$ cat src/rtl/dmem_arbiter.sv
// Data-memory port arbiter: CPU accesses pass straight through; a secondary
// word-access port is granted in CPU-idle cycles, with a starvation hold toward the core.
module dmem_arbiter #(
  parameter int STARVE_LIMIT = 16,
  parameter int CNT_W        = 8
) (
  input  logic        clk,
  input  logic        reset,
  input  logic [31:0] cpu_addr,
  input  logic [31:0] cpu_wdata,
  input  logic        cpu_memwrite,
  input  logic        cpu_memread,
  input  logic [3:0]  cpu_sign_mask,
  output logic [31:0] cpu_rdata,
  output logic        cpu_hold,
  input  logic        dbg_req,
  input  logic        dbg_we,
  input  logic [31:0] dbg_addr,
  input  logic [31:0] dbg_wdata,
  input  logic [3:0]  dbg_sign_mask,
  output logic        dbg_gnt,
  output logic [31:0] dbg_rdata,
  output logic        dbg_rvalid,
  output logic [31:0] mem_addr,
  output logic [31:0] mem_wdata,
  output logic        mem_memwrite,
  output logic        mem_memread,
  output logic [3:0]  mem_sign_mask,
  input  logic [31:0] mem_rdata
);

  typedef enum logic [1:0] {S_IDLE, S_WAIT, S_RESP} state_t;

  localparam logic [CNT_W-1:0] LIMIT = CNT_W'(STARVE_LIMIT);

  state_t           state_reg, state_next;
  logic [CNT_W-1:0] cnt_reg, cnt_next;
  logic             hold_reg, hold_next;
  logic [31:0]      rdata_reg;
  logic             rvalid_reg;
  logic             cpu_active;
  logic             grant;

  assign cpu_active = cpu_memread | cpu_memwrite;

  // State register and registered outputs.
  always_ff @(posedge clk) begin
    if (reset) begin
      state_reg  <= S_IDLE;
      cnt_reg    <= '0;
      hold_reg   <= 1'b0;
      rvalid_reg <= 1'b0;
      rdata_reg  <= '0;
    end else begin
      state_reg  <= state_next;
      cnt_reg    <= cnt_next;
      hold_reg   <= hold_next;
      rvalid_reg <= (state_reg == S_RESP);
      if (state_reg == S_RESP) begin
        rdata_reg <= mem_rdata;
      end
    end
  end

  // Next-state logic; the counter saturates at LIMIT, which is also when hold is raised.
  always_comb begin
    state_next = state_reg;
    cnt_next   = cnt_reg;
    hold_next  = hold_reg;
    unique case (state_reg)
      S_IDLE: begin
        if (dbg_req) begin
          state_next = S_WAIT;
          cnt_next   = '0;
        end
      end
      S_WAIT: begin
        if (!dbg_req) begin
          state_next = S_IDLE;
          cnt_next   = '0;
          hold_next  = 1'b0;
        end else if (cpu_active) begin
          if (cnt_reg == LIMIT) begin
            hold_next = 1'b1;
          end else begin
            cnt_next = cnt_reg + CNT_W'(1);
          end
        end else begin
          state_next = dbg_we ? S_IDLE : S_RESP;
          cnt_next   = '0;
          hold_next  = 1'b0;
        end
      end
      S_RESP: begin
        state_next = S_IDLE;
      end
      default: begin
        state_next = S_IDLE;
      end
    endcase
  end

  // Output logic: port mux and grant pulse; a cycle under reset never grants.
  always_comb begin
    grant         = (state_reg == S_WAIT) && dbg_req && !cpu_active && !reset;
    dbg_gnt       = grant;
    mem_addr      = cpu_addr;
    mem_wdata     = cpu_wdata;
    mem_memwrite  = cpu_memwrite;
    mem_memread   = cpu_memread;
    mem_sign_mask = cpu_sign_mask;
    if (grant) begin
      mem_addr      = dbg_addr;
      mem_wdata     = dbg_wdata;
      mem_memwrite  = dbg_we;
      mem_memread   = !dbg_we;
      mem_sign_mask = dbg_sign_mask;
    end
  end

  assign cpu_rdata  = mem_rdata;
  assign cpu_hold   = hold_reg;
  assign dbg_rdata  = rdata_reg;
  assign dbg_rvalid = rvalid_reg;

endmodule

$ cat config.mk
export PLATFORM = sky130hd
export DESIGN_NAME = dmem_arbiter
export DESIGN_NICKNAME = d
export VERILOG_FILES = /design/src/rtl/dmem_arbiter.sv
export SDC_FILE = /design/constraint.sdc
export NUM_CORES = 1
export LEC_CHECK = 0
export ABC_AREA = 1
export BUFFER_PORTS_ARGS = -buffer_cell sky130_fd_sc_hd__buf_4
export CAP_MARGIN = 20
export CORE_AREA = 5 5 117 119
export DETAILED_ROUTE_END_ITERATION = 8
export DIE_AREA = 0 0 122 124
export PLACE_DENSITY_LB_ADDON = 0.1
export SETUP_SLACK_MARGIN = 0.15
export SLEW_MARGIN = 25
export SYNTH_ARGS = -nofsm -noshare
export SYNTH_HDL_FRONTEND = slang
export SYNTH_SLANG_ARGS = --single-unit
$ cat constraint.sdc
create_clock -name clk -period 1.5 [get_ports clk]
set_input_delay 0.15 -clock clk [delete_from_list [all_inputs] [get_ports clk]]
set_output_delay 0.15 -clock clk [all_outputs]
set_load 0.01 [all_outputs]
# --- Word-level counts from Yosys, hierarchy flattened ---
# Cells that the tools add are included.
op_classes:
  add_sub_neg: 1
  n_mul: 0
  div: 0
  n_lt_le_gt_ge: 0
  n_eq_ne: 7
  shift: 0
  mux: 18
  bitwise_logic: 1
  n_reduce_logical: 11
op_table:
  columns: ["op", "n"]
  rows:
  - ["$mux 32", 2]
  - ["$mux 8", 4]
  - ["$pmux 8 s2", 1]
  - ["$add 8x1->8 const B", 1]
  - ["$eq 8x5->1 const B", 1]
  - ["$mux 2", 4]
  - ["$mux 1", 5]
  - ["$mux 4", 1]
  - ["$ne 4x4->1 const B", 1]
  - ["$pmux 2 s2", 1]
  - ["$reduce_and 2->1", 2]
  - ["$logic_and 1x1->1", 3]
  - ["$logic_not 1->1", 3]
  - ["$ne 3x2->1 const B", 1]
  - ["$ne 3x3->1 const B", 1]
  - ["$reduce_and 3->1", 1]
  - ["$eq 2x1->1 const B", 1]
  - ["$eq 2x2->1 const B", 1]
  - ["$logic_not 2->1", 1]
  - ["$ne 2x2->1 const B", 1]
  - ["$reduce_bool 2->1", 1]
  - ["$or 1x1->1", 1]
word_totals:
  regBits: 44
  latch_bits: 0
  mem_bits_rw: 0
  rom_bits: 0
  in_bits: 174
  out_inout_bits: 137
  elab_cells: 43
  memories: 0

# --- Depth between registers and ports, before layout ---
# Gate-level depths: netlist of run 1.
depth:
  ltp_word: 5
  mapped_depth: 10

# --- Least setup slack after synthesis of run 1 ---
# OpenSTA, ideal clock, no wires.
synth_timing:
  path_type: "reg2out"
  from: "reg state_reg[0]"
  to: "out mem_addr[12]"
  t_arrival_ps: 1297
  slack_ps: 53
  stages_incl_launch_ff: 10
  path_buffers: 2
  cell_sequence: "dfxtp_1 -> inv_2 -> nor2_4 -> inv_2 -> nor3_2 -> nand2_2 -> buf_2 -> buf_2 -> nand2_1 -> nand2_1"
synth_between:
  elab_chain_cells: 5
synth_lines:
  columns: ["element", "line", "rtl"]
  rows:
  - ["from (decl)", "36", "state_t state_reg, state_next;"]
  - ["from (signal assigned)", "55", "state_reg <= state_next;"]
  - ["$eq 2x1->1", "105", "grant = (state_reg == S_WAIT) && dbg_req && !cpu_active && !reset;"]
  - ["$logic_and 1x1->1 (3 in a row)", "105", null]
  - ["$mux 32", "112", "if (grant) begin"]
  - ["to (decl)", "24", "output logic [31:0] mem_addr,"]
# Every way passes these cells.

# --- Worst setup path after layout of run 1 ---
layout_timing:
  from: "reg state_reg[0]"
  to: "out mem_addr[8]"
# Same word-level chain as after synthesis.

==> run_results.csv, run 1 <==
group,metric,value,unit
synth,synth-warning-count,0,
timing,slew-limit-headroom,0.759,
synth,synth-edff-count,0,
pwr,total_power_per_unit_cell_area,553,nW/um2
floorplan,fp.dieW,122,um
cts,cts_hold_repair.buffers,0,
setup_path,launching_point_of_the_worst_reg2reg_path,"state_reg[0]",
pwr,p_leak,0.00370,uW
cts,tritoncts,"done",
routing,drt_iter0_markers,227,
routing,drt-total-wl,17100,um
setup_path,rr_endpoint,"cnt_reg[6]",
setup_path,crit_path_max_incr_delay,0.34,ns
synth,post-synth-top-count-cell,"nand2_1",
place,dpl_worst_slack,-0.106,ns
pwr,net_switching_component_of_the_power,984,uW
final_layout,area_growth,131,%
setup_path,reg2reg_slack,0.02,ns
final_layout,fillerInstances,1193,
pwr,p_int,2660,uW
synth,yosys-top-cells-count,"nand2_1, nor2_1, dfxtp_1",
timing,hold_violations,0,
timing,worst_clock_skew,0.00359,ns
global_routing,aggregate_global_route_resource_usage,0.190,
setup_path,end_kind,"output port",
synth,synthesis.area_per_instance,5.73,um2
routing,vias_per_cell,4.40,
routing,drtPass1Iterations,4,
setup_path,worst-endpoint-arrival,1.73,ns
setup_path,critical_path_required,1.35,ns
cts,path_clk_slew,0.06,ns
timing,grt_setup_unrepaired,"true",
synth,post-synth-top-area-cell,"dfxtp_1",
cts,worst_skew_pair.late_latency,0.29,ns
setup_path,critical_path.max_fanout,11,
final_layout,finalNetCount,984,
synth,yosysSeqAreaShare,0.309,
timing,worst-slew-pin-transition,0.353,ns
synth,synthFlopType,"dfxtp_1",
flow_run,max-cap-violations,0,
pwr,clock_power_share,0.343,
timing,fin_crit,1.88,ns
routing,routed_wire_length_per_instance,17.4,um
setup_path,critPathLaunch,"state_reg[0]",
synth,ys_async_sr_fraction,0,
pwr,ir_worst_vdd,611,uV
floorplan,core.rowCount,41,
global_routing,wire_length_of_the_first_global_routing_pass,22100,um
cts,cts_buffers,5,
pwr,combinationalPowerShare,0.327,
pwr,power.total,3640,uW
place,dpl.hpwl,13000,um
setup_path,worst_path_cell_with_the_longest_stage_delay,"dfxtp_2",
outcome,violations_in_the_final_reports,"setup timing",
synth,ys_top_cells_by_area,"dfxtp_1, nand2_1, nor2_1",
timing,layout_worst_path_cycle_share,1.25,
setup_path,timing.critical_path.cells,"inv_2 > nor2_4 > inv_2 > nor3_4 > nand2_4 > clkinv_4 > buf_6 > clkbuf_16 > nand2_1 > nand2_1 > buf_4",
routing,ant_nets,0,
routing,drc_violations_left,0,
setup_path,setup.worst_path.end,"mem_addr[8]",
synth,synth_top_area_share,0.309,
cts,master_cell_of_the_clock_root_buffer,"clkbuf_16",
synth,synth.net_count,673,
timing,fin_ws,-0.376,ns
synth,synth_cells,497,
cts,clock_sink_count,44,
global_routing,global_route.overflow_total,0,
timing,maxClockFrequency,533,MHz
setup_path,timing_worst_setup_path_type,"flip-flop to output port",
global_routing,grt_pass1_vias,3981,
global_routing,grt_max_degree,31,
setup_path,worst-r2r-cell-count,9,
pwr,power.switching_fraction,0.270,
final_layout,drive_gt1_frac,0.600,
routing,num_vias,4321,
timing,finalMaxSlewViolations,0,
floorplan,initial_core_util,0.229,
worst_hold_path,path_category_of_the_worst_min_delay_check,"input pin to flip-flop",
synth,post_synth_instance_area,2850,um2
floorplan,die_height,124,um
floorplan,dieArea,15100,um2
cts,cts.htree.levels,2,
synth,flip_flop_and_latch_count_after_synthesis,44,
final_layout,antenna-diode-count,0,
global_routing,antenna_found_initial,1,
final_layout,largest_register_ffs,32,
cts,clockBufferDepth,2,
floorplan,core_region_area,12500,um2
outcome,status,"finished, violations left",
place,routabilityCongestion,0.845,
pwr,pwr-share-seq,0.330,
floorplan,num_io_pins,311,
timing,timing.final.setup_violations,71,
setup_path,cp-start-kind,"flip-flop",
synth,number_of_unique_standard_cell_types_used_by_synthesis,21,
place,buffer_ports.inserted,310,
## cell usage in the layout (no fill, tap or decap)
| cell | n |
|---|---|
| clkinvlp_4 | 1 |
| o21ai_0 | 36 |
| nor2_1 | 82 |
| clkbuf_16 | 11 |
| nand2_4 | 46 |
| buf_4 | 283 |
| dfxtp_1 | 42 |
| dfxtp_2 | 2 |
| nand4_1 | 3 |
| clkinv_4 | 1 |
| ha_1 | 2 |
| nor3_1 | 2 |
| a2111oi_0 | 1 |
| buf_6 | 60 |
| buf_12 | 8 |
| a21oi_4 | 1 |
| inv_2 | 2 |
| clkinv_2 | 1 |
| bufinv_16 | 1 |
| buf_16 | 2 |
| a21oi_2 | 2 |
| nor3_4 | 1 |
| nand2_1 | 124 |
| nor2_4 | 2 |
| o21bai_1 | 2 |
| inv_1 | 18 |
| buf_8 | 1 |
| nand2_2 | 57 |
| nor2_2 | 3 |
| nand3_1 | 10 |
| a21oi_1 | 2 |
## critical path, delay by kind of cell (launching register included)
family / cells / cell delay [ns]
buffers and inverters: 6 / 0.63
and+or+nand+nor: 5 / 0.47
DFF: 1 / 0.34
## metrics by stage
stage / hold slack (ns) / util / instance area, um2 / setup TNS (ns) / cells
after floorplan: 0.285 / - / 2880 / 0 / 497
after global placement: 0.383 / 0.429 / 5340 / -0.478 / 950
after detailed placement: 0.390 / 0.429 / 5340 / -2.15 / 950
after CTS: 0.0848 / 0.467 / 5820 / -22.37 / 967
after global routing: 0.0943 / 0.528 / 6590 / -30.08 / 981
final: 0.0922 / 0.528 / 6590 / -23.20 / 981
## power groups by stage
stage | Sequential [uW] | Clock (uW) | Combinational [uW]
final | 1200 | 1250 | 1190
after global routing | 1200 | 1330 | 1270
after CTS | 1200 | 1300 | 1070
after detailed placement | 1230 | 0 | 1010
after global placement | 1220 | 0 | 1010
after floorplan | 1230 | 0 | 328
## worst min path at each step
stage	start	slack, ns	cells after the start	end
floorplan	mem_rdata[0]	0.28	2	dbg_rdata[0]
global placement	mem_rdata[20]	0.38	3	dbg_rdata[20]
detailed placement	mem_rdata[5]	0.39	3	dbg_rdata[5]
CTS	mem_rdata[5]	0.08	3	dbg_rdata[5]
global route	mem_rdata[7]	0.09	3	dbg_rdata[7]
finish	mem_rdata[5]	0.09	3	dbg_rdata[5]
## area by class of cell
type	instances	area [um2]	area share
Sequential cell	44	883	0.134
Inverter	21	83.8	0.0127
Clock buffer	5	125	0.0190
Timing Repair Buffer	360	3180	0.483
Multi-Input combinational cell	376	2060	0.312
Tap cell	172	215	0.0327
Clock inverter	3	42.5	0.00646
## cells by family (layout without fill, tap and decap cells)
group           Yosys count  count (layout)  synth area share
simple gates            330             330             0.448
buf+inv                  77             389             0.152
compound gates           44              44            0.0817
flops                    44              44             0.309
fa+ha+maj                 2               2           0.00878
## per-layer routing
layer | routed length, um | part of all wire | up-vias | track usage
met5 | 13 | 0.00076 | - | 0
met4 | 180 | 0.011 | 2 | 0.0385
met3 | 1730 | 0.10 | 14 | 0.0754
met2 | 8770 | 0.51 | 198 | 0.335
met1 | 6390 | 0.37 | 1986 | 0.219
li1 | - | - | 2121 | -
## timing repair
action / CTS / global route
endpoints found under the hold margin: 0 / 0
setup buffers: 7 / 8
setup endpoints to repair: 104 / 101
pin swaps: 2 / 31
resized for setup: 52 / 161
gates cloned: 2 / 6
Note: power is estimated with default switching activity, not from simulation.
==> run 2: changes to the inputs <==
--- a/config.mk
+++ b/config.mk
@@ -8,9 +8,9 @@
 export ABC_AREA = 1
 export BUFFER_PORTS_ARGS = -buffer_cell sky130_fd_sc_hd__buf_4
 export CAP_MARGIN = 20
-export CORE_AREA = 5 5 117 119
+export CORE_AREA = 5 5 116 118
 export DETAILED_ROUTE_END_ITERATION = 8
-export DIE_AREA = 0 0 122 124
+export DIE_AREA = 0 0 121 123
 export PLACE_DENSITY_LB_ADDON = 0.1
 export SETUP_SLACK_MARGIN = 0.15
 export SLEW_MARGIN = 25
==> constraint.sdc (replaced) <==
create_clock -name clk -period 1.5 [get_ports clk]
set_input_delay 0.075 -clock clk [delete_from_list [all_inputs] [get_ports clk]]
set_output_delay 0.075 -clock clk [all_outputs]
set_load 0.01 [all_outputs]
==> run_results.csv, run 2 (synthesis results as in run 1) <==
group,metric,value,unit
place,dpl.hpwl,13000,um
cts,cts_buffers,5,
cts,clock_sink_count,44,
final_layout,largest_register_ffs,32,
pwr,total_power_per_unit_cell_area,560,nW/um2
final_layout,final_common_cell,"buf_4",
global_routing,aggregate_global_route_resource_usage,0.188,
final_layout,antenna-diode-count,0,
pwr,ir_worst_vdd,500,uV
cts,cts_hold_repair.buffers,0,
final_layout,final_cell_area,6230,um2
routing,drt_iter0_markers,205,
final_layout,finish.cell_count_without_fillers,972,
setup_path,reg2reg_slack,0.17,ns
cts,tritoncts,"done",
global_routing,grt_pass1_vias,3878,
floorplan,core.rowCount,41,
flow_run,max-cap-violations,0,
setup_path,critical_path_required,1.42,ns
routing,drtPass1Iterations,5,
cts,path_clk_slew,0.06,ns
timing,hold_violations,0,
final_layout,finalNetCount,976,
final_layout,area_growth,119,%
routing,drt-total-wl,16400,um
floorplan,fp.dieW,121,um
worst_hold_path,path_category_of_the_worst_min_delay_check,"input pin to flip-flop",
global_routing,wire_length_of_the_first_global_routing_pass,21800,um
cts,worst_skew_pair.late_latency,0.28,ns
routing,top_signal_layer_used,"met4",
outcome,status,"finished, violations left",
timing,fin_ws,-0.291,ns
setup_path,critical_path.max_fanout,7,
global_routing,antenna_found_initial,0,
final_layout,fillerInstances,1231,
floorplan,dieArea,14900,um2
timing,worst_clock_skew,0.00364,ns
floorplan,die_height,123,um
place,dpl_worst_slack,-0.0749,ns
setup_path,end_kind,"output port",
routing,vias_per_cell,4.37,
worst_hold_path,worst_hold_startpoint,"mem_rdata[4]",
timing,worst-slew-pin-transition,0.334,ns
pwr,p_leak,0.00329,uW
final_layout,most-common-layout-cells,"buf_4, nand2_1, nor2_1",
setup_path,launching_point_of_the_worst_reg2reg_path,"state_reg[0]",
routing,drc_violations_left,0,
floorplan,initial_core_util,0.230,
cts,clockBufferDepth,2,
global_routing,global_route.overflow_total,0,
cts,master_cell_of_the_clock_root_buffer,"clkbuf_16",
final_layout,drive_gt1_frac,0.574,
routing,wl_met2,8030,um
timing,grt_setup_unrepaired,"true",
timing,layout_worst_path_cycle_share,1.19,
timing,fin_crit,1.79,ns
timing,whs,0.0251,ns
cts,cts.htree.levels,2,
setup_path,worst-endpoint-arrival,1.72,ns
routing,met3WireLength,1650,um
routing,routedLengthMet1,6370,um
setup_path,cp-start-kind,"flip-flop",
timing,finalMaxSlewViolations,0,
routing,ant_nets,0,
setup_path,worst-r2r-cell-count,10,
floorplan,num_io_pins,311,
place,buffer_ports.inserted,310,
worst_hold_path,worstHoldPathCells,3,
routing,routed_wire_length_per_instance,16.8,um
routing,num_vias,4250,
setup_path,rr_endpoint,"cnt_reg[7]",
timing,slew-limit-headroom,0.772,
global_routing,grt_max_degree,34,
worst_hold_path,worstHoldEndpoint,"dbg_rdata[4]",
outcome,violations_in_the_final_reports,"setup timing",
place,place_area,5290,um2
place,post-place-cells,952,
setup_path,timing_worst_setup_path_type,"flip-flop to output port",
floorplan,core_region_area,12400,um2
timing,maxClockFrequency,558,MHz
timing,timing.final.setup_violations,71,
place,routabilityCongestion,0.878,
[run 2: cell count changes in the layout (fill, tap and decap cells not counted), moves of 3 or more]
cell,delta
nand2_4,-17
buf_4,+16
buf_12,-3
nand2_1,+20
clkbuf_16,-3
nand2_2,-3
buf_8,+4
buf_6,-20
[run 2: cell type report]
class                      count  area [um2]  area share
timing repair buffer         352        2950       0.473
multi-input combinational    376        1950       0.312
sequential                    44         883       0.142
tap                          172         215      0.0346
clock buffer                   7         153      0.0245
inverter                      21        86.3      0.0139
[run 2: critical path, stage by stage, from the launching register on]
cell and delay (ns):
dfxtp_2 0.33, inv_2 0.05, nor2_4 0.08, inv_2 0.06
nor3_4 0.16, nand2_4 0.13, buf_8 0.18, buf_6 0.15
nand2_1 0.07, nand2_2 0.08, buf_4 0.15
[run 2: worst max path at each step]
| stage | from | end | slack (ns) | depth (start not counted) |
|---|---|---|---|---|
| finish | state_reg[0] | mem_addr[9] | -0.29 | 10 |
| global route | state_reg[0] | mem_addr[7] | -0.37 | 10 |
| floorplan | state_reg[0] | mem_addr[12] | 0.16 | 10 |
| detailed placement | state_reg[0] | mem_addr[29] | -0.07 | 10 |
| global placement | state_reg[0] | mem_addr[25] | -0.04 | 10 |
| CTS | state_reg[0] | mem_addr[29] | -0.30 | 10 |
[run 2: routing by layer]
layer | GRT usage | vias up
met5 | 0 | -
met4 | 0.0411 | 0
met3 | 0.0567 | 16
met2 | 0.318 | 217
met1 | 0.237 | 1920
li1 | - | 2097
[run 2: per-stage QoR]
step                      utilization  TNS (ns)  total power, uW
final                           0.504    -16.16             3490
after global placement          0.428    -0.125             2220
after global routing            0.504    -22.25             3650
after floorplan                     -         0             1560
after CTS                       0.450    -17.29             3390
after detailed placement        0.428    -0.403             2220
[run 2: timing repair]
action	4_1_cts	5_1_grt
buffers inserted	1	9
cloned	0	3
resized for setup	34	153
setup endpoints to repair	78	81
pin swaps	4	24
[run 2: power by group]
| group | switching, uW | internal (uW) |
|---|---|---|
| Clock | 426 | 699 |
| Sequential | 10.1 | 1190 |
| Combinational | 489 | 675 |
